$ cat src/rtl/uart_stop_checker_p.sv
// -----------------------------------------------------------------------------
// uart_stop_checker_p
//
// Purpose:
//   Stop-bit checker for a UART receiver. When the deserialiser pulses
//   check_stop, the payload on RX_DATA is captured and the serial line is
//   watched for STOP_BITS bit periods of OVS clocks each. Every stop bit is
//   sampled near the middle of its period. A low stop bit marks the frame as
//   a framing error, but the checker always runs the full stop phase before
//   reporting, so frame timing never depends on line content.
//
// Optional feature (macro UART_STOP_MAJORITY_EN):
//   Defined   : each stop bit is sampled at counter values OVS/2-1, OVS/2 and
//               OVS/2+1 and is good when at least two samples are high.
//   Undefined : each stop bit uses the single sample at OVS/2.
//   Ports and latency are identical in both builds.
//
// Parameters:
//   DATA_W    - payload width, 5..9
//   STOP_BITS - stop bits checked, 1 or 2
//   OVS       - clocks per bit period, 4..64
//
// Ports:
//   clk        in   single clock, rising edge
//   rst        in   asynchronous reset, active-high
//   check_stop in   one-cycle pulse starting the stop-bit phase
//   RX_in      in   serial line, idle high
//   RX_DATA    in   payload, valid while check_stop is high
//   RX_dataout out  checked payload (0 after a framing error), held between results
//   data_valid out  one-cycle pulse: frame good
//   stop_error out  one-cycle pulse: framing error
//   busy       out  high while the stop phase is being checked
//   err_cnt    out  saturating framing-error count, cleared by reset only
// -----------------------------------------------------------------------------
module uart_stop_checker_p #(
    parameter int DATA_W    = 8,
    parameter int STOP_BITS = 1,
    parameter int OVS       = 16
) (
    input  logic              clk,
    input  logic              rst,
    input  logic              check_stop,
    input  logic              RX_in,
    input  logic [DATA_W-1:0] RX_DATA,
    output logic [DATA_W-1:0] RX_dataout,
    output logic              data_valid,
    output logic              stop_error,
    output logic              busy,
    output logic [7:0]        err_cnt
);

    localparam int CNT_W = $clog2(OVS);

    localparam logic [CNT_W-1:0] CNT_ONE   = CNT_W'(1);
    localparam logic [CNT_W-1:0] LAST_CNT  = CNT_W'(OVS - 1);
    localparam logic [CNT_W-1:0] SAMPLE_PT = CNT_W'(OVS / 2);

    // The stop index only ever needs to distinguish bit 0 from bit 1.
    localparam logic LAST_IDX = (STOP_BITS == 2);

`ifdef UART_STOP_MAJORITY_EN
    localparam logic [CNT_W-1:0] MAJ_FIRST = CNT_W'(OVS / 2 - 1);
    localparam logic [CNT_W-1:0] MAJ_LAST  = CNT_W'(OVS / 2 + 1);
`endif

    typedef enum logic {
        IDLE  = 1'b0,
        CHECK = 1'b1
    } state_t;

    // -------------------------------------------------------------------------
    // Registers
    // -------------------------------------------------------------------------
    state_t            r_state;
    logic [CNT_W-1:0]  r_cnt;
    logic              r_stop_idx;
    logic              r_err;
    logic [DATA_W-1:0] r_hold;
    logic [DATA_W-1:0] r_dataout;
    logic              r_data_valid;
    logic              r_stop_error;
    logic [7:0]        r_err_cnt;

`ifdef UART_STOP_MAJORITY_EN
    // Number of low samples already seen within the current stop bit.
    logic [1:0]        r_low_cnt;
`endif

    // -------------------------------------------------------------------------
    // Combinational signals
    // -------------------------------------------------------------------------
    state_t            w_state_next;
    logic              w_accept;
    logic              w_done;
    logic              w_bit_end;
    logic              w_bad_bit;
    logic              w_err_next;

`ifdef UART_STOP_MAJORITY_EN
    logic [1:0]        w_low_total;
`endif

    assign w_bit_end = (r_cnt == LAST_CNT);

    // -------------------------------------------------------------------------
    // Stop-bit judgement. w_bad_bit is asserted in the cycle where the verdict
    // for the current stop bit becomes known. The verdict is folded into the
    // sticky flag combinationally so that a verdict landing on the completing
    // edge (majority mode with OVS=4) still reaches the result.
    // -------------------------------------------------------------------------
`ifdef UART_STOP_MAJORITY_EN
    assign w_low_total = r_low_cnt + {1'b0, ~RX_in};
    assign w_bad_bit   = (r_state == CHECK) && (r_cnt == MAJ_LAST) && (w_low_total >= 2'd2);
`else
    assign w_bad_bit   = (r_state == CHECK) && (r_cnt == SAMPLE_PT) && !RX_in;
`endif

    assign w_err_next = r_err | w_bad_bit;

    // -------------------------------------------------------------------------
    // FSM state register
    // -------------------------------------------------------------------------
    // NOTE: sequential state uses non-blocking (<=) so every register samples
    // the pre-edge value of every other register, independent of block order.
    always_ff @(posedge clk or posedge rst) begin
        if (rst) begin
            r_state <= IDLE;
        end else begin
            r_state <= w_state_next;
        end
    end

    // -------------------------------------------------------------------------
    // FSM next-state logic
    // -------------------------------------------------------------------------
    // NOTE: every signal written here gets a default first; a path that left
    // one unassigned would infer a latch.
    always_comb begin
        w_state_next = r_state;
        w_accept     = 1'b0;
        w_done       = 1'b0;

        case (r_state)
            IDLE: begin
                if (check_stop) begin
                    w_accept     = 1'b1;
                    w_state_next = CHECK;
                end
            end

            CHECK: begin
                // check_stop is deliberately not looked at here, including on
                // the completing edge; it is honoured again once back in IDLE.
                if (w_bit_end && (r_stop_idx == LAST_IDX)) begin
                    w_done       = 1'b1;
                    w_state_next = IDLE;
                end
            end

            default: begin
                w_state_next = IDLE;
            end
        endcase
    end

    // -------------------------------------------------------------------------
    // Datapath: bit timing, sticky error, result registers
    // -------------------------------------------------------------------------
    // NOTE: the hold register is a plain register rather than a memory, so it
    // is reset along with everything else and never leaks a stale payload.
    always_ff @(posedge clk or posedge rst) begin
        if (rst) begin
            r_cnt        <= '0;
            r_stop_idx   <= 1'b0;
            r_err        <= 1'b0;
            r_hold       <= '0;
            r_dataout    <= '0;
            r_data_valid <= 1'b0;
            r_stop_error <= 1'b0;
            r_err_cnt    <= 8'd0;
        end else begin
            // Result strobes are single-cycle by construction.
            r_data_valid <= 1'b0;
            r_stop_error <= 1'b0;

            if (w_accept) begin
                r_hold     <= RX_DATA;
                r_cnt      <= '0;
                r_stop_idx <= 1'b0;
                r_err      <= 1'b0;
            end else if (r_state == CHECK) begin
                r_err <= w_err_next;

                if (w_done) begin
                    r_cnt      <= '0;
                    r_stop_idx <= 1'b0;
                end else if (w_bit_end) begin
                    r_cnt      <= '0;
                    r_stop_idx <= 1'b1;
                end else begin
                    r_cnt <= r_cnt + CNT_ONE;
                end
            end

            if (w_done) begin
                if (w_err_next) begin
                    r_stop_error <= 1'b1;
                    r_dataout    <= '0;
                    if (r_err_cnt != 8'hFF) begin
                        r_err_cnt <= r_err_cnt + 8'd1;
                    end
                end else begin
                    r_data_valid <= 1'b1;
                    r_dataout    <= r_hold;
                end
            end
        end
    end

`ifdef UART_STOP_MAJORITY_EN
    // -------------------------------------------------------------------------
    // Majority vote accumulator: counts low samples at OVS/2-1 and OVS/2; the
    // third sample at OVS/2+1 is combined directly in w_low_total.
    // -------------------------------------------------------------------------
    always_ff @(posedge clk or posedge rst) begin
        if (rst) begin
            r_low_cnt <= 2'd0;
        end else if (w_accept) begin
            r_low_cnt <= 2'd0;
        end else if (r_state == CHECK) begin
            if (w_bit_end) begin
                r_low_cnt <= 2'd0;
            end else if ((r_cnt == MAJ_FIRST) || (r_cnt == SAMPLE_PT)) begin
                r_low_cnt <= w_low_total;
            end
        end
    end
`endif

    // -------------------------------------------------------------------------
    // Outputs
    // -------------------------------------------------------------------------
    assign RX_dataout = r_dataout;
    assign data_valid = r_data_valid;
    assign stop_error = r_stop_error;
    assign busy       = (r_state == CHECK);
    assign err_cnt    = r_err_cnt;

endmodule

$ cat config.mk
export PLATFORM = sky130hd
export DESIGN_NAME = uart_stop_checker_p
export DESIGN_NICKNAME = d
export VERILOG_FILES = /design/src/rtl/uart_stop_checker_p.sv
export SDC_FILE = /design/constraint.sdc
export NUM_CORES = 1
export LEC_CHECK = 0
export CORE_MARGIN = 4
export CORE_UTILIZATION = 25
export DETAILED_ROUTE_END_ITERATION = 16
export PLACE_DENSITY = 0.43
export SLEW_MARGIN = 20
export SYNTH_ARGS = -nofsm -noshare
export SYNTH_HDL_FRONTEND = slang
export SYNTH_SLANG_ARGS = --single-unit
$ cat constraint.sdc
create_clock -name clk -period 4 [get_ports clk]
set_clock_uncertainty 0.05 [all_clocks]
set_input_delay 0.4 -clock clk [delete_from_list [all_inputs] [get_ports clk]]
set_output_delay 0.4 -clock clk [all_outputs]
set_load 0.05 [all_outputs]
==> flow_summary.ini <==
[synthesis]
synth.distinct_cells = 27
syn_area_per_cell_um2 = 10.7
seq_area_frac_synth_pct = 58.2
syn-num-nets = 147
yosysWarningCount = 0
synth_top_cell_area_share_pct = 58.2
syn-instance-count = 132
synth_largest_area_cell = dfrtp_1
ys_seq_elements = 33
synth_area_leaders = dfrtp_1, mux2_2, nand2_1
netlist_area_mm2 = 0.00142

[critical_path]
path_depth = 1
r2r_start = err_cnt[0]
worstReg2RegEnd = err_cnt[1]
startpoint_type = register
worstPathMaxFanout = 13
endpoint = busy
worst-setup-path-type = register to output port
r2r_cells = 4
cp_cell_sequence = clkdlybuf4s50_1
path_buf_inv = 1
crit_required_ps = 3550
critPathCaptureType = output port
slowest_delay_ps = 880
crit_family = buffers and inverters
reg2reg_slack_ps = 2100
arrival_ps = 1710
cp-startpoint = busy
cp_slowest_cell = clkdlybuf4s50_1

[cts]
ctsResizeCount = 0
cts_tree = built
cts_buffer_depth = 2
cts_buffers = 5
cts_sinks = 33
clk_pin_slew_ps = 60
cts_max_level = 2
insertion_delay_ps = 280
cts_setup_buffers = 0
hold_buffers = 0
cts_root_buf = clkbuf_8

[sta]
relSlewSlack_pct = 48.9
tns_ps = 0
whs_ps = 434
timing.final.crit_share_pct = 54.1
maxSlewViolCount = 0
finalSetupViolations = 0
hold_violations = 0
tightestPinTransition_ps = 765
rsz0062_at_grt = false
clock.fmax_ghz = 0.462
period_needed_ps = 2160

[grt]
grtUsageTotal_pct = 9.15
grt_max_degree = 34
globalRouteOverflowTotal = 0
antenna_found_initial = 0
grt_pass1_vias = 1091
grt_pass1_wl_mm = 5.10

[placement]
gp_congestion = 0.737
dpl-instance-area_mm2 = 0.00180
place_hpwl_mm = 2.11
dp.cells = 231
port_buffers = 30

[final_layout]
num-nets-final = 181
antenna_cells = 0
areaGrowthSynthToFinish_pct = 32.7
stdcell_area_mm2 = 0.00188
mostFrequentLayoutCell = dfrtp_1
utilization_pct = 34.2
drive_gt1_share_pct = 10.8
layout_common_cells = dfrtp_1, clkdlybuf4s50_1, nand2_1
layout.cells.non_filler = 238
num-fill-cells = 549

[flow_run]
drv_cap = 0

[routing]
initialDrtViolationCount = 31
vias = 1041
wl_mm = 2.99
viasPerCell = 4.37
drcViolationCount = 0
ant_nets = 0
routedWlPerCell_um = 12.6
firstDrtPassIters = 4

[run_status]
status = finished clean

[floorplan]
rows = 27
start_util_pct = 25.8
coreArea_mm2 = 0.00551
die-area_mm2 = 0.00694
die_x_um = 83.3
die-height_um = 83.3
io-pin-count = 31

[pwr]
cellPowerDensity_mw_per_mm2 = 692
power_leakage_uw = 0.000812
power_switching_uw = 517
swShare_pct = 39.7
irDropWorstVdd_mv = 0.359
seq_power_share_pct = 41.7
comb_power_share_pct = 39.3
pwr-share-clk_pct = 19.0
cell_internal_pwr_uw = 785

[min_path]
hold_path_class = register to register
==> metal layers <==
metal  track usage, %  share of wire, %  up-vias
met5                0                 0        -
met4             2.67               1.2        0
met3             3.97               5.6        5
met2             14.4                46       26
met1             11.3                47      497
li1                 -                 -      513
==> flip-flops by register name, indices dropped and copies added (netlist names) <==
register,cells
busy,1
data_valid,1
err_cnt,8
RX_dataout,8
r_cnt,4
stop_error,1
r_stop_idx,1
r_hold,8
r_err,1
==> logic make-up (layout without fill, tap and decap cells) <==
| logic type | Yosys count | after routing | synth area share, % |
|---|---|---|---|
| AO/OA/AOI/OAI | 18 | 18 | 7.41 |
| XOR/XNOR | 4 | 4 | 2.47 |
| adder cells (fa/ha/maj) | 3 | 3 | 2.65 |
| buffers and inverters | 10 | 44 | 3.00 |
| flip-flops | 33 | 33 | 58.2 |
| multiplexers | 11 | 11 | 8.99 |
| AND/OR/NAND/NOR | 53 | 53 | 17.3 |
==> final cells by class <==
type | instances | area [um2] | share of cell area, %
Inverter | 6 | 22.5 | 1.20
Tap cell | 72 | 90.1 | 4.78
Clock buffer | 7 | 86.3 | 4.58
Timing Repair Buffer | 31 | 308 | 16.3
Sequential cell | 33 | 826 | 43.9
Multi-Input combinational cell | 89 | 551 | 29.2
==> metrics by stage <==
step / worst slack (ps) / power [uW]
6_report: 1840 / 1300
3_5_place_dp: 1820 / 1070
3_3_place_gp: 1860 / 1050
2_1_floorplan: 1930 / 890
5_1_grt: 1770 / 1400
4_1_cts: 1820 / 1330
==> worst min-delay path by stage <==
stage	start	endpoint	depth (start not counted)
4_1_cts	RX_dataout[7]	RX_dataout[7]	2
2_1_floorplan	r_hold[0]	r_hold[0]	1
3_5_place_dp	RX_dataout[1]	RX_dataout[1]	2
5_1_grt	RX_dataout[5]	RX_dataout[5]	2
3_3_place_gp	RX_dataout[4]	RX_dataout[4]	2
6_report	RX_dataout[5]	RX_dataout[5]	2
==> synth_stat cells <==
cell	n
and4_1	1
mux2_1	1
mux2_4	1
o2111ai_1	1
and2_1	1
o31ai_1	1
nor2_1	9
xor2_1	2
dfrtp_1	33
o21a_1	1
clkbuf_1	2
a41o_1	1
a31oi_1	1
a21oi_1	1
buf_2	1
nand3_1	6
nand4_1	4
ha_1	3
mux2_2	9
xnor2_1	2
and3_1	2
inv_1	6
nand2_1	25
nor3_2	1
nor2b_1	4
o21ai_0	12
buf_4	1
==> power groups by stage <==
| stage | logic (uW) | registers (uW) | clock network (uW) |
|---|---|---|---|
| 3_5_place_dp | 519 | 547 | 0 |
| 6_report | 511 | 544 | 248 |
| 5_1_grt | 557 | 564 | 279 |
| 2_1_floorplan | 184 | 706 | 0 |
| 4_1_cts | 521 | 544 | 262 |
| 3_3_place_gp | 508 | 545 | 0 |
(Power assumes the default switching activity.)
